===== config.mk =====
export PLATFORM = sky130hd
export DESIGN_NAME = wm_cfg_regfile_mc
export DESIGN_NICKNAME = d
export VERILOG_FILES = /design/src/rtl/wm_cfg_regfile_mc.sv
export SDC_FILE = /design/constraint.sdc
export NUM_CORES = 1
export LEC_CHECK = 0
export ABC_AREA = 1
export CORE_ASPECT_RATIO = 2
export CORE_MARGIN = 2
export CORE_UTILIZATION = 50
export DETAILED_ROUTE_END_ITERATION = 10
export GPL_TIMING_DRIVEN = 1
export PLACE_DENSITY = 0.82
export SLEW_MARGIN = 20
export SYNTH_ARGS = -nofsm -noshare
export SYNTH_HDL_FRONTEND = slang
export SYNTH_SLANG_ARGS = --single-unit

===== constraint.sdc =====
create_clock -name clk -period 2.7 [get_ports clk]
set_clock_uncertainty 0.05 [all_clocks]
set_input_delay 0.27 -clock clk [delete_from_list [all_inputs] [get_ports clk]]
set_output_delay 0.27 -clock clk [all_outputs]
set_load 0.05 [all_outputs]

===== src/rtl/wm_cfg_regfile_mc.sv =====
// wm_cfg_regfile_mc
// APB register file holding the watermark configuration of NUM_CH independent
// embedding channels. Each channel has shadow config registers, a validated
// one-cycle start pulse and an IDLE/BUSY tracker closed by the core's
// Image_Done, plus sticky done / cfg_err status bits.
// Address: PADDR[3:0] register index, PADDR[7:4] channel.
// Optional feature: define WM_CFG_PSLVERR_EN to add the PSLVERR output, which
// flags invalid accesses, locked writes, rejected starts and STATUS writes.
module wm_cfg_regfile_mc #(
    parameter int NUM_CH          = 2,
    parameter int DATA_DEPTH      = 8,
    parameter int AMBA_WORD       = 16,
    parameter int AMBA_ADDR_DEPTH = 20
) (
    input  logic                         clk,
    input  logic                         rst,
    input  logic [AMBA_ADDR_DEPTH-1:0]   PADDR,
    input  logic                         PSEL,
    input  logic                         PENABLE,
    input  logic                         PWRITE,
    input  logic [AMBA_WORD-1:0]         PWDATA,
    output logic [AMBA_WORD-1:0]         PRDATA,
    input  logic [NUM_CH-1:0]            Image_Done,
    output logic [NUM_CH-1:0]            start,
    output logic [NUM_CH-1:0]            busy,
    output logic [NUM_CH*DATA_DEPTH-1:0] WhitePixel,
    output logic [NUM_CH*7-1:0]          M,
    output logic [NUM_CH*10-1:0]         ImgSize,
    output logic [NUM_CH*8-1:0]          EdgeThr,
    output logic [NUM_CH*7-1:0]          Amin,
    output logic [NUM_CH*7-1:0]          Amax,
    output logic [NUM_CH*6-1:0]          Bmin,
    output logic [NUM_CH*6-1:0]          Bmax
`ifdef WM_CFG_PSLVERR_EN
    ,
    output logic                         PSLVERR
`endif
);

    localparam logic [3:0] IDX_CTRL   = 4'd0;
    localparam logic [3:0] IDX_WHITE  = 4'd1;
    localparam logic [3:0] IDX_M      = 4'd2;
    localparam logic [3:0] IDX_IMG    = 4'd3;
    localparam logic [3:0] IDX_THR    = 4'd4;
    localparam logic [3:0] IDX_AMIN   = 4'd5;
    localparam logic [3:0] IDX_AMAX   = 4'd6;
    localparam logic [3:0] IDX_BMIN   = 4'd7;
    localparam logic [3:0] IDX_BMAX   = 4'd8;
    localparam logic [3:0] IDX_STATUS = 4'd9;

    localparam logic [4:0] NUM_CH_W = 5'(NUM_CH);

    typedef enum logic {
        ST_IDLE = 1'b0,
        ST_BUSY = 1'b1
    } ch_state_e;

    // Per-channel state and configuration
    ch_state_e             state_q [NUM_CH];
    logic [DATA_DEPTH-1:0] white_q [NUM_CH];
    logic [6:0]            m_q     [NUM_CH];
    logic [9:0]            img_q   [NUM_CH];
    logic [7:0]            thr_q   [NUM_CH];
    logic [6:0]            amin_q  [NUM_CH];
    logic [6:0]            amax_q  [NUM_CH];
    logic [5:0]            bmin_q  [NUM_CH];
    logic [5:0]            bmax_q  [NUM_CH];
    logic [NUM_CH-1:0]     start_q;
    logic [NUM_CH-1:0]     done_q;
    logic [NUM_CH-1:0]     err_q;
    logic [AMBA_WORD-1:0]  prdata_q;
    logic [AMBA_WORD-1:0]  rd_data_d;

    // APB phase decode
    logic [3:0]        addr_ch;
    logic [3:0]        addr_idx;
    logic              addr_ok;
    logic              wr_access;
    logic              rd_setup;
    logic              rd_access;
    logic [NUM_CH-1:0] sel_ch;
    logic [NUM_CH-1:0] ch_wr;
    logic [NUM_CH-1:0] cfg_ok;
    logic              unused_apb;

    assign addr_ch   = PADDR[7:4];
    assign addr_idx  = PADDR[3:0];
    assign addr_ok   = ({1'b0, addr_ch} < NUM_CH_W) && (addr_idx <= IDX_STATUS);
    assign wr_access = PSEL & PENABLE & PWRITE;
    assign rd_setup  = PSEL & ~PENABLE & ~PWRITE;
    assign rd_access = PSEL & PENABLE & ~PWRITE;
    assign ch_wr     = sel_ch & {NUM_CH{wr_access}};
    // Upper address bits and wide data bits carry no meaning here.
    assign unused_apb = ^{PADDR, PWDATA};

    // Channel select and start-parameter validation per channel
    always_comb begin
        // NOTE: every signal driven here gets a default first so no path leaves it unassigned and infers a latch.
        sel_ch = '0;
        cfg_ok = '0;
        for (int c = 0; c < NUM_CH; c++) begin
            sel_ch[c] = addr_ok && (addr_ch == 4'(c));
            cfg_ok[c] = (m_q[c] != 7'd0) && ({3'b000, m_q[c]} <= img_q[c]) &&
                        (amin_q[c] <= amax_q[c]) && (bmin_q[c] <= bmax_q[c]);
        end
    end

    // Per-channel FSM: start pulse, busy tracking, sticky done / cfg_err
    always_ff @(posedge clk) begin
        // NOTE: sequential state uses non-blocking assignments so every flop samples pre-edge values.
        if (rst) begin
            for (int c = 0; c < NUM_CH; c++) state_q[c] <= ST_IDLE;
            start_q <= '0;
            done_q  <= '0;
            err_q   <= '0;
        end else begin
            for (int c = 0; c < NUM_CH; c++) begin
                start_q[c] <= 1'b0;
                case (state_q[c])
                    ST_IDLE: begin
                        if (ch_wr[c] && addr_idx == IDX_CTRL) begin
                            // Clear is applied before start; start overrides where it fires.
                            if (PWDATA[1]) done_q[c] <= 1'b0;
                            if (PWDATA[0]) begin
                                if (cfg_ok[c]) begin
                                    start_q[c] <= 1'b1;
                                    state_q[c] <= ST_BUSY;
                                    done_q[c]  <= 1'b0;
                                    err_q[c]   <= 1'b0;
                                end else begin
                                    err_q[c] <= 1'b1;
                                end
                            end
                        end
                    end
                    ST_BUSY: begin
                        // A start request here is ignored; completion wins over a clear.
                        if (ch_wr[c] && addr_idx == IDX_CTRL && PWDATA[1]) done_q[c] <= 1'b0;
                        if (Image_Done[c]) begin
                            state_q[c] <= ST_IDLE;
                            done_q[c]  <= 1'b1;
                        end
                    end
                    default: state_q[c] <= ST_IDLE;
                endcase
            end
        end
    end

    // Configuration registers, writable only while the channel is idle
    always_ff @(posedge clk) begin
        if (rst) begin
            for (int c = 0; c < NUM_CH; c++) begin
                white_q[c] <= '0;
                m_q[c]     <= 7'd8;
                img_q[c]   <= 10'd256;
                thr_q[c]   <= '0;
                amin_q[c]  <= '0;
                amax_q[c]  <= '0;
                bmin_q[c]  <= '0;
                bmax_q[c]  <= '0;
            end
        end else begin
            for (int c = 0; c < NUM_CH; c++) begin
                if (ch_wr[c] && state_q[c] == ST_IDLE) begin
                    case (addr_idx)
                        IDX_WHITE: white_q[c] <= PWDATA[DATA_DEPTH-1:0];
                        IDX_M:     m_q[c]     <= PWDATA[6:0];
                        IDX_IMG:   img_q[c]   <= PWDATA[9:0];
                        IDX_THR:   thr_q[c]   <= PWDATA[7:0];
                        IDX_AMIN:  amin_q[c]  <= PWDATA[6:0];
                        IDX_AMAX:  amax_q[c]  <= PWDATA[6:0];
                        IDX_BMIN:  bmin_q[c]  <= PWDATA[5:0];
                        IDX_BMAX:  bmax_q[c]  <= PWDATA[5:0];
                        default: ;
                    endcase
                end
            end
        end
    end

    // Read mux: zero-extended field of the addressed channel, 0 when invalid
    always_comb begin
        rd_data_d = '0;
        for (int c = 0; c < NUM_CH; c++) begin
            if (sel_ch[c]) begin
                case (addr_idx)
                    IDX_WHITE:  rd_data_d = AMBA_WORD'(white_q[c]);
                    IDX_M:      rd_data_d = AMBA_WORD'(m_q[c]);
                    IDX_IMG:    rd_data_d = AMBA_WORD'(img_q[c]);
                    IDX_THR:    rd_data_d = AMBA_WORD'(thr_q[c]);
                    IDX_AMIN:   rd_data_d = AMBA_WORD'(amin_q[c]);
                    IDX_AMAX:   rd_data_d = AMBA_WORD'(amax_q[c]);
                    IDX_BMIN:   rd_data_d = AMBA_WORD'(bmin_q[c]);
                    IDX_BMAX:   rd_data_d = AMBA_WORD'(bmax_q[c]);
                    IDX_STATUS: rd_data_d = AMBA_WORD'({err_q[c], done_q[c], state_q[c] == ST_BUSY});
                    default:    rd_data_d = '0;
                endcase
            end
        end
    end

    // PRDATA captured in the read setup cycle, held through access, else 0
    always_ff @(posedge clk) begin
        if (rst) begin
            prdata_q <= '0;
        end else if (rd_setup) begin
            prdata_q <= rd_data_d;
        end else if (!rd_access) begin
            prdata_q <= '0;
        end
    end

    assign PRDATA = prdata_q;
    assign start  = start_q;

    for (genvar g = 0; g < NUM_CH; g++) begin : g_pack
        assign busy[g]                                = (state_q[g] == ST_BUSY);
        assign WhitePixel[g*DATA_DEPTH +: DATA_DEPTH] = white_q[g];
        assign M[g*7 +: 7]                            = m_q[g];
        assign ImgSize[g*10 +: 10]                    = img_q[g];
        assign EdgeThr[g*8 +: 8]                      = thr_q[g];
        assign Amin[g*7 +: 7]                         = amin_q[g];
        assign Amax[g*7 +: 7]                         = amax_q[g];
        assign Bmin[g*6 +: 6]                         = bmin_q[g];
        assign Bmax[g*6 +: 6]                         = bmax_q[g];
    end

`ifdef WM_CFG_PSLVERR_EN
    logic busy_sel;
    logic cfg_ok_sel;
    logic slverr_d;

    assign busy_sel   = |(sel_ch & busy);
    assign cfg_ok_sel = |(sel_ch & cfg_ok);

    // Error response during the access cycle of any rejected transfer
    always_comb begin
        slverr_d = 1'b0;
        if (PSEL && PENABLE) begin
            if (!addr_ok) begin
                slverr_d = 1'b1;
            end else if (PWRITE) begin
                if (addr_idx == IDX_STATUS) begin
                    slverr_d = 1'b1;
                end else if (addr_idx == IDX_CTRL) begin
                    slverr_d = PWDATA[0] && (busy_sel || !cfg_ok_sel);
                end else begin
                    slverr_d = busy_sel;
                end
            end
        end
    end

    assign PSLVERR = slverr_d;
`endif

endmodule

==> flow_summary.ini, run 1 <==
[yosys]
ys.flop_type = edfxtp_1
synth-compound-area-share = 0.0706
synth.area.top_cells = edfxtp_1 50%, nand2_1 11%, ha_1 7.1%
synth_top_family_by_area = simple AND/OR/NAND/NOR gates
ys_seq_elements = 136
async_flop_share = 0
synth_mux_area_frac = 0
synth_edf_count = 119
yosysWarnings = 0
yosys.area_share.adder = 0.0706
synth_top_cell_by_area = edfxtp_1
synth.distinct_cells = 38
yosysMostFrequentCell = nand2_1
yosys-top-cells-count = 200 x nand2_1, 119 x edfxtp_1, 110 x nor2_1, 107 x inv_1, 40 x ha_1
synth_top_area_frac = 0.504
synthCells = 780
synth_area_um2 = 7090
syn_avg_cell_area_um2 = 9.09
synth-xor-area-share = 0
synth-simple-area-share = 0.224
ys_seq_area_frac = 0.552

[sta]
min_period_ns = 2.11
drv_slew = 0
whs_ns = 0.411
slew_headroom = 0.589
tns_ns = 0
fmax_mhz = 474
period_share = 0.782
finalHoldViolations = 0
worstMarginPinSlew_ns = 0.614
rsz0062_at_grt = false
setup_ws_ns = 0.589
finalSetupViolations = 0

[global_route]
overflow = 0
grt_pass1_wl_um = 36900
antenna_found_initial = 1
met1_usage = 0.354
met3_usage = 0.0683
grt_pass1_vias = 6480
grt_busiest_layer = met2
globalRouteMet2Util = 0.588
grt_max_degree = 19
grt_usage = 0.344

[final_layout]
drive_gt1_frac = 0.0719
num_antenna_cells = 0
area_delta_synth_final_pct = 34.5
num-nets-final = 1044
fillers = 1117

[drt]
dr.pass1.iters = 6
dr.first_iter.drc_count = 785
drc = 0
antenna_left = 0
vias = 6602
vias_per_cell = 5.68
wl_per_cell_um = 22.2
totalWireLength_um = 25800

[floorplan]
die_x_um = 88.2
die_height_um = 172
dieArea_um2 = 15200
io_pins = 181
core_area_um2 = 13900
start_util = 0.510
fp-row-count = 61

[placed_design]
gp_congestion = 0.999
port_buffers = 156
dp_hpwl_um = 19600
dp_slack_ns = 0.274

[clock_tree]
htreeDepth = 4
numCtsBuffers = 17
root_buffer = clkbuf_16
cts_post_setup_buffers_inserted = 0
clock_sinks = 136
clk_pin_slew_ns = 0.06
clk_path_buf_depth = 2
cts_hold_buf = 0
cts_resized = 0
clock_latency_ns = 0.43
cts_tree = yes

[setup_path]
cp_top_family = buffers and inverters
start_kind = flip-flop
crit_arrival_ns = 1.79
critPathBufInv = 1
cp_cell_sequence = clkdlybuf4s50_1
crit_required_ns = 2.38
r2r_cells = 8
max_stage_delay_ns = 0.86
crit_fanout = 3
worstSetupPathDepth = 1
cp-end-kind = output pin
slowest_stage = clkdlybuf4s50_1
crit_type = reg -> out

[pwr]
peakVddDrop_uv = 497
power_density_nw_per_um2 = 584
p_leak_nw = 3.99

[hold_path]
holdPathStages = 3
hp-class = in -> reg

[status]
outcome = completed

[flow_run]
maxCapViolations = 0
cells by family (layout without fill, tap and decap cells):
family,count (synthesis),in the layout
buffers and inverters,135,324
flip-flops,136,136
adder cells (fa/ha/maj),40,40
other,1,6
AND/OR/NAND/NOR,380,380
AO/OA/AOI/OAI,88,88
layout by cell type (no fill, tap or decap), types with 22 or more instances in the layout:
master,count
edfxtp_1,119
buf_4,22
inv_1,107
clkdlybuf4s50_1,156
nand2_1,200
a21oi_1,29
o21ai_0,36
ha_1,40
nor2_1,110
nand3_1,35
state kept, by name (all words and copies together) (netlist names):
signal   count
bmin_q      12
amax_q      14
white_q     16
amin_q      14
err_q        2
m_q         14
PRDATA      10
img_q       20
start        2
done_q       2
thr_q       16
bmax_q      12
state_q      2
report_power, final:
part	switching [mW]	internal (mW)
registers	0.0677	2.34
clock network	0.971	1.47
logic	0.501	0.217
final cells by class:
type                            instances  area, µm²  share of cell area
Tap cell                              189        236              0.0248
Inverter                              114        433              0.0454
Clock inverter                         15        188              0.0197
Multi-Input combinational cell        514       2610               0.274
Timing Repair Buffer                  178       1730               0.181
Sequential cell                       136       3910               0.410
Clock buffer                           17        425              0.0446
per-stage QoR:
stage                     cells  area [µm²]  power (mW)  utilization
after floorplan             785        7110        2.87            -
after global placement     1131        8920        3.15        0.642
after detailed placement   1131        8920        3.15        0.642
after CTS                  1163        9540        5.55        0.687
after global routing       1163        9540        5.69        0.687
final                      1163        9540        5.57        0.687
metal layers:
layer  wire, µm  share of wire  vias up
met3       2160          0.084      166
li1           -              -     2937
met1       8050           0.31     3020
met5         13        0.00050        -
met4       2530          0.098        2
met2      13000           0.50      477
final timing paths:
kind / startpoint / slack, ns / to
worst max-delay path: amin_q[0][8] / 0.59 / Amin[8]
worst min-delay path: Image_Done[0] / 0.41 / done_q[0]
worst max register to register: m_q[0][5] / 0.66 / state_q[0]
worst min register to register: PRDATA[0] / 0.41 / PRDATA[0]
Note: power is estimated with default switching activity, not from simulation.
==> run 2: changes to the inputs <==
--- a/config.mk
+++ b/config.mk
@@ -8,10 +8,10 @@
 export ABC_AREA = 1
 export CORE_ASPECT_RATIO = 2
 export CORE_MARGIN = 2
-export CORE_UTILIZATION = 50
+export CORE_UTILIZATION = 45
 export DETAILED_ROUTE_END_ITERATION = 10
 export GPL_TIMING_DRIVEN = 1
-export PLACE_DENSITY = 0.82
+export PLACE_DENSITY = 0.78
 export SLEW_MARGIN = 20
 export SYNTH_ARGS = -nofsm -noshare
 export SYNTH_HDL_FRONTEND = slang
==> constraint.sdc (replaced) <==
create_clock -name clk -period 1.9 [get_ports clk]
set_clock_uncertainty 0.05 [all_clocks]
set_input_delay 0.19 -clock clk [delete_from_list [all_inputs] [get_ports clk]]
set_output_delay 0.19 -clock clk [all_outputs]
set_load 0.05 [all_outputs]
==> flow_summary.ini, run 2 (synthesis gave the netlist of run 1 again) <==
[status]
outcome = finished with violations
violations = negative setup slack

[setup_path]
crit_required_ns = 2.13
rr_startpoint = bmax_q[0][11]
start_kind = flip-flop
cp-end-kind = flip-flop
crit_arrival_ns = 2.23
crit_fanout = 2
crit_start = bmax_q[0][11]
crit_type = reg -> reg

[final_layout]
regMostFlops = img_q
final_cells = 1308
largest_register_ffs = 20
area_delta_synth_final_pct = 52.2
fin_util = 0.702
final_common_cell = buf_4
reg_top3 = img_q: 20 flops, thr_q: 16 flops, white_q: 16 flops
drive_gt1_frac = 0.277
fillers = 1195
num-nets-final = 1180
final_area_um2 = 10800
num_antenna_cells = 0
mostFrequentLayoutCells = 190 x buf_4, 189 x nand2_1, 119 x edfxtp_1

[clock_tree]
clk_path_buf_depth = 2
numCtsBuffers = 17
htreeDepth = 4
root_buffer = clkbuf_16
clock_sinks = 136
clock_latency_ns = 0.42
clk_pin_slew_ns = 0.07
cts_tree = yes
cts_hold_buf = 0

[global_route]
grt_pass1_vias = 7346
grt_pass1_wl_um = 43300
overflow = 0
antenna_found_initial = 0
grt_usage = 0.359
grt_max_degree = 17

[drt]
dr.first_iter.drc_count = 810
drc = 0
vias = 7354
dr.pass1.iters = 10
antenna_left = 0
wl_per_cell_um = 23.4
vias_per_cell = 5.62
totalWireLength_um = 30600

[hold_path]
min_from = Image_Done[1]
hp-class = in -> reg

[sta]
fmax_mhz = 501
finalHoldViolations = 0
whs_ns = 0.362
rsz0062_at_grt = true
setup_ws_ns = -0.0980
worstMarginPinSlew_ns = 0.569
min_period_ns = 2.00
drv_slew = 0
period_share = 1.05
slew_headroom = 0.620
finalSetupViolations = 3

[floorplan]
fp-row-count = 64
die_x_um = 92.7
dieArea_um2 = 16800
core_area_um2 = 15400
start_util = 0.461
die_height_um = 181
io_pins = 181

[pwr]
peakVddDrop_uv = 884
power_density_nw_per_um2 = 748
p_leak_nw = 4.95

[placed_design]
gp_congestion = 1.05
dp_slack_ns = -0.420
port_buffers = 156
placed_cells = 1259
dp_hpwl_um = 22800
placed_area_um2 = 9840

[flow_run]
maxCapViolations = 0
[run 2: final timing paths]
path | cells after the start | slack [ns] | end
worst max-delay path | 10 | -0.1 | state_q[0]
worst min-delay path | 3 | 0.36 | done_q[1]
worst max register to register | 10 | -0.1 | state_q[0]
worst min register to register | 2 | 0.42 | PRDATA[2]
[run 2: cell type report]
cell class                      instances  area [µm²]  share of cell area
Clock buffer                           17         425              0.0394
Sequential cell                       136        3910               0.363
Clock inverter                         15         165              0.0153
Timing Repair Buffer                  314        2770               0.256
Tap cell                              198         248              0.0230
Multi-Input combinational cell        514        2840               0.263
Inverter                              114         433              0.0401
[run 2: timing repair]
action	4_1_cts	5_1_grt
pin swaps	4	14
gates resized for setup	30	73
buffers inserted	2	15
endpoints found under the setup margin	32	175
[run 2: stage by stage]
stage	TNS [ns]	power, mW
floorplan	-0.110	4.08
global placement	-52.31	4.62
detailed placement	-61.99	4.64
CTS	0	7.96
global route	-0.556	8.25
finish	-0.148	8.07
[run 2: per-layer routing]
| layer | share of wire | global-route usage | vias up |
|---|---|---|---|
| li1 | - | - | 3204 |
| met1 | 0.30 | 0.375 | 3418 |
| met2 | 0.52 | 0.648 | 551 |
| met3 | 0.088 | 0.0498 | 181 |
| met4 | 0.091 | 0.252 | 0 |
| met5 | 0 | 0 | - |
[run 2: critical path, cell delays in order (launching register included)]
cell,delay [ns]
edfxtp_1,0.51
inv_2,0.10
ha_4,0.30
nand2_4,0.06
nor2_4,0.15
nand3_2,0.10
nand2_2,0.07
nand2_2,0.06
nor2_4,0.13
nand4_1,0.15
a21boi_1,0.17
[run 2: report_power, final]
group	internal (mW)	switching [mW]
Clock	1.96	1.43
Sequential	3.32	0.0752
Combinational	0.443	0.831
==> run 3: changes to the inputs <==
--- a/config.mk
+++ b/config.mk
@@ -12,6 +12,7 @@
 export DETAILED_ROUTE_END_ITERATION = 10
 export GPL_TIMING_DRIVEN = 1
 export PLACE_DENSITY = 0.78
+export SKIP_LAST_GASP = 1
 export SLEW_MARGIN = 20
 export SYNTH_ARGS = -nofsm -noshare
 export SYNTH_HDL_FRONTEND = slang
==> flow_summary.ini, run 3 (synthesis gave the netlist of run 1 again) <==
[status]
outcome = finished with violations
violations = negative setup slack

[clock_tree]
clk_path_buf_depth = 2
numCtsBuffers = 17
htreeDepth = 4
cts_tree = yes
cts_hold_buf = 0
clk_pin_slew_ns = 0.07
clock_sinks = 136
clock_latency_ns = 0.42
root_buffer = clkbuf_16

[setup_path]
crit_fanout = 2
crit_type = reg -> reg
cp-end-kind = flip-flop
r2r_cells = 10
start_kind = flip-flop
crit_required_ns = 2.13
reg2reg_to = state_q[0]
worst-r2r-setup-slack_ns = -0.09
rr_startpoint = bmax_q[0][11]
crit_arrival_ns = 2.22

[hold_path]
hold_path_end = done_q[1]
holdPathStages = 3
hp-class = in -> reg
min_from = Image_Done[1]

[sta]
fmax_mhz = 503
slew_headroom = 0.615
rsz0062_at_grt = true
setup_ws_ns = -0.0894
finalHoldViolations = 0
worstMarginPinSlew_ns = 0.577
drv_slew = 0
period_share = 1.05
min_period_ns = 1.99
tns_ns = -0.130
finalSetupViolations = 3

[pwr]
total_power_mw = 8.07
peakVddDrop_uv = 883
power_density_nw_per_um2 = 748
p_leak_nw = 4.94

[final_layout]
largest_register_ffs = 20
regMostFlops = img_q
reg_top3 = img_q: 20 flops, thr_q: 16 flops, white_q: 16 flops
final_common_cell = buf_4
fin_util = 0.702
num_antenna_cells = 0
mostFrequentLayoutCells = 190 x buf_4, 189 x nand2_1, 119 x edfxtp_1
drive_gt1_frac = 0.277
area_delta_synth_final_pct = 52.2
num-nets-final = 1180

[floorplan]
io_pins = 181
die_height_um = 181
dieArea_um2 = 16800
fp-row-count = 64
core_area_um2 = 15400
die_x_um = 92.7
start_util = 0.461

[drt]
antenna_left = 0
totalWireLength_um = 30500
wl_per_cell_um = 23.3
vias_per_cell = 5.61
dr.pass1.iters = 6
dr.first_iter.drc_count = 835
vias = 7340
drc = 0

[placed_design]
dp_slack_ns = -0.420
dp_hpwl_um = 22800
gp_congestion = 1.05
port_buffers = 156

[global_route]
grt_usage = 0.359
grt_max_degree = 17
overflow = 0
grt_pass1_vias = 7346
grt_pass1_wl_um = 43300
antenna_found_initial = 0

[flow_run]
maxCapViolations = 0
## run 3: cell count changes in the layout (fill, tap and decap cells not counted), sizes merged
| cell | delta |
|---|---|
| clkdlybuf4s50 | +1 |
| dlymetal6s2s | -1 |
## run 3: worst max path at each step
stage	from	to	slack (ns)	cells past startpoint
3_3_place_gp	PADDR[2]	img_q[0][18]	-0.30	10
3_5_place_dp	PADDR[2]	amax_q[0][13]	-0.42	10
5_1_grt	bmax_q[0][11]	state_q[0]	-0.20	10
6_report	bmax_q[0][11]	state_q[0]	-0.09	10
4_1_cts	amax_q[0][12]	Amax[12]	0.003	1
2_1_floorplan	bmax_q[0][3]	state_q[0]	-0.11	10
## run 3: layer usage
metal | track usage | part of all wire
met1 | 0.375 | 0.31
met2 | 0.648 | 0.52
met3 | 0.0498 | 0.080
met4 | 0.252 | 0.095
met5 | 0 | 0
## run 3: through the flow
step	instance area, µm²	hold slack, ns	cells
3_3_place_gp	9840	0.402	1259
4_1_cts	10400	0.343	1293
6_report	10800	0.363	1308
3_5_place_dp	9840	0.405	1259
5_1_grt	10800	0.384	1308
2_1_floorplan	7110	0.282	785
## run 3: cell type report
cell class	instances	area [µm²]
clock buffers	17	425
clock inverters	15	165
fillers	1193	4590
inverters	114	433
multi-input cells	514	2840
flip-flops and latches	136	3910
well taps	198	248
repair buffers	314	2760
## run 3: critical path, cell delays in order (launching register included)
cell	delay, ns
edfxtp_1	0.50
inv_2	0.09
ha_4	0.30
nand2_4	0.06
nor2_4	0.15
nand3_2	0.10
nand2_2	0.07
nand2_2	0.06
nor2_4	0.14
nand4_1	0.15
a21boi_1	0.17
## run 3: power by group
part           internal, mW  switching (mW)  total, mW
clock network          1.96            1.43       3.39
registers              3.32          0.0752       3.40
logic                 0.443           0.832       1.27
## run 3: timing repair
item,in CTS,in global routing
setup endpoints to repair,32,175
setup buffers,2,15
pin swaps,4,14
gates resized for setup,30,72
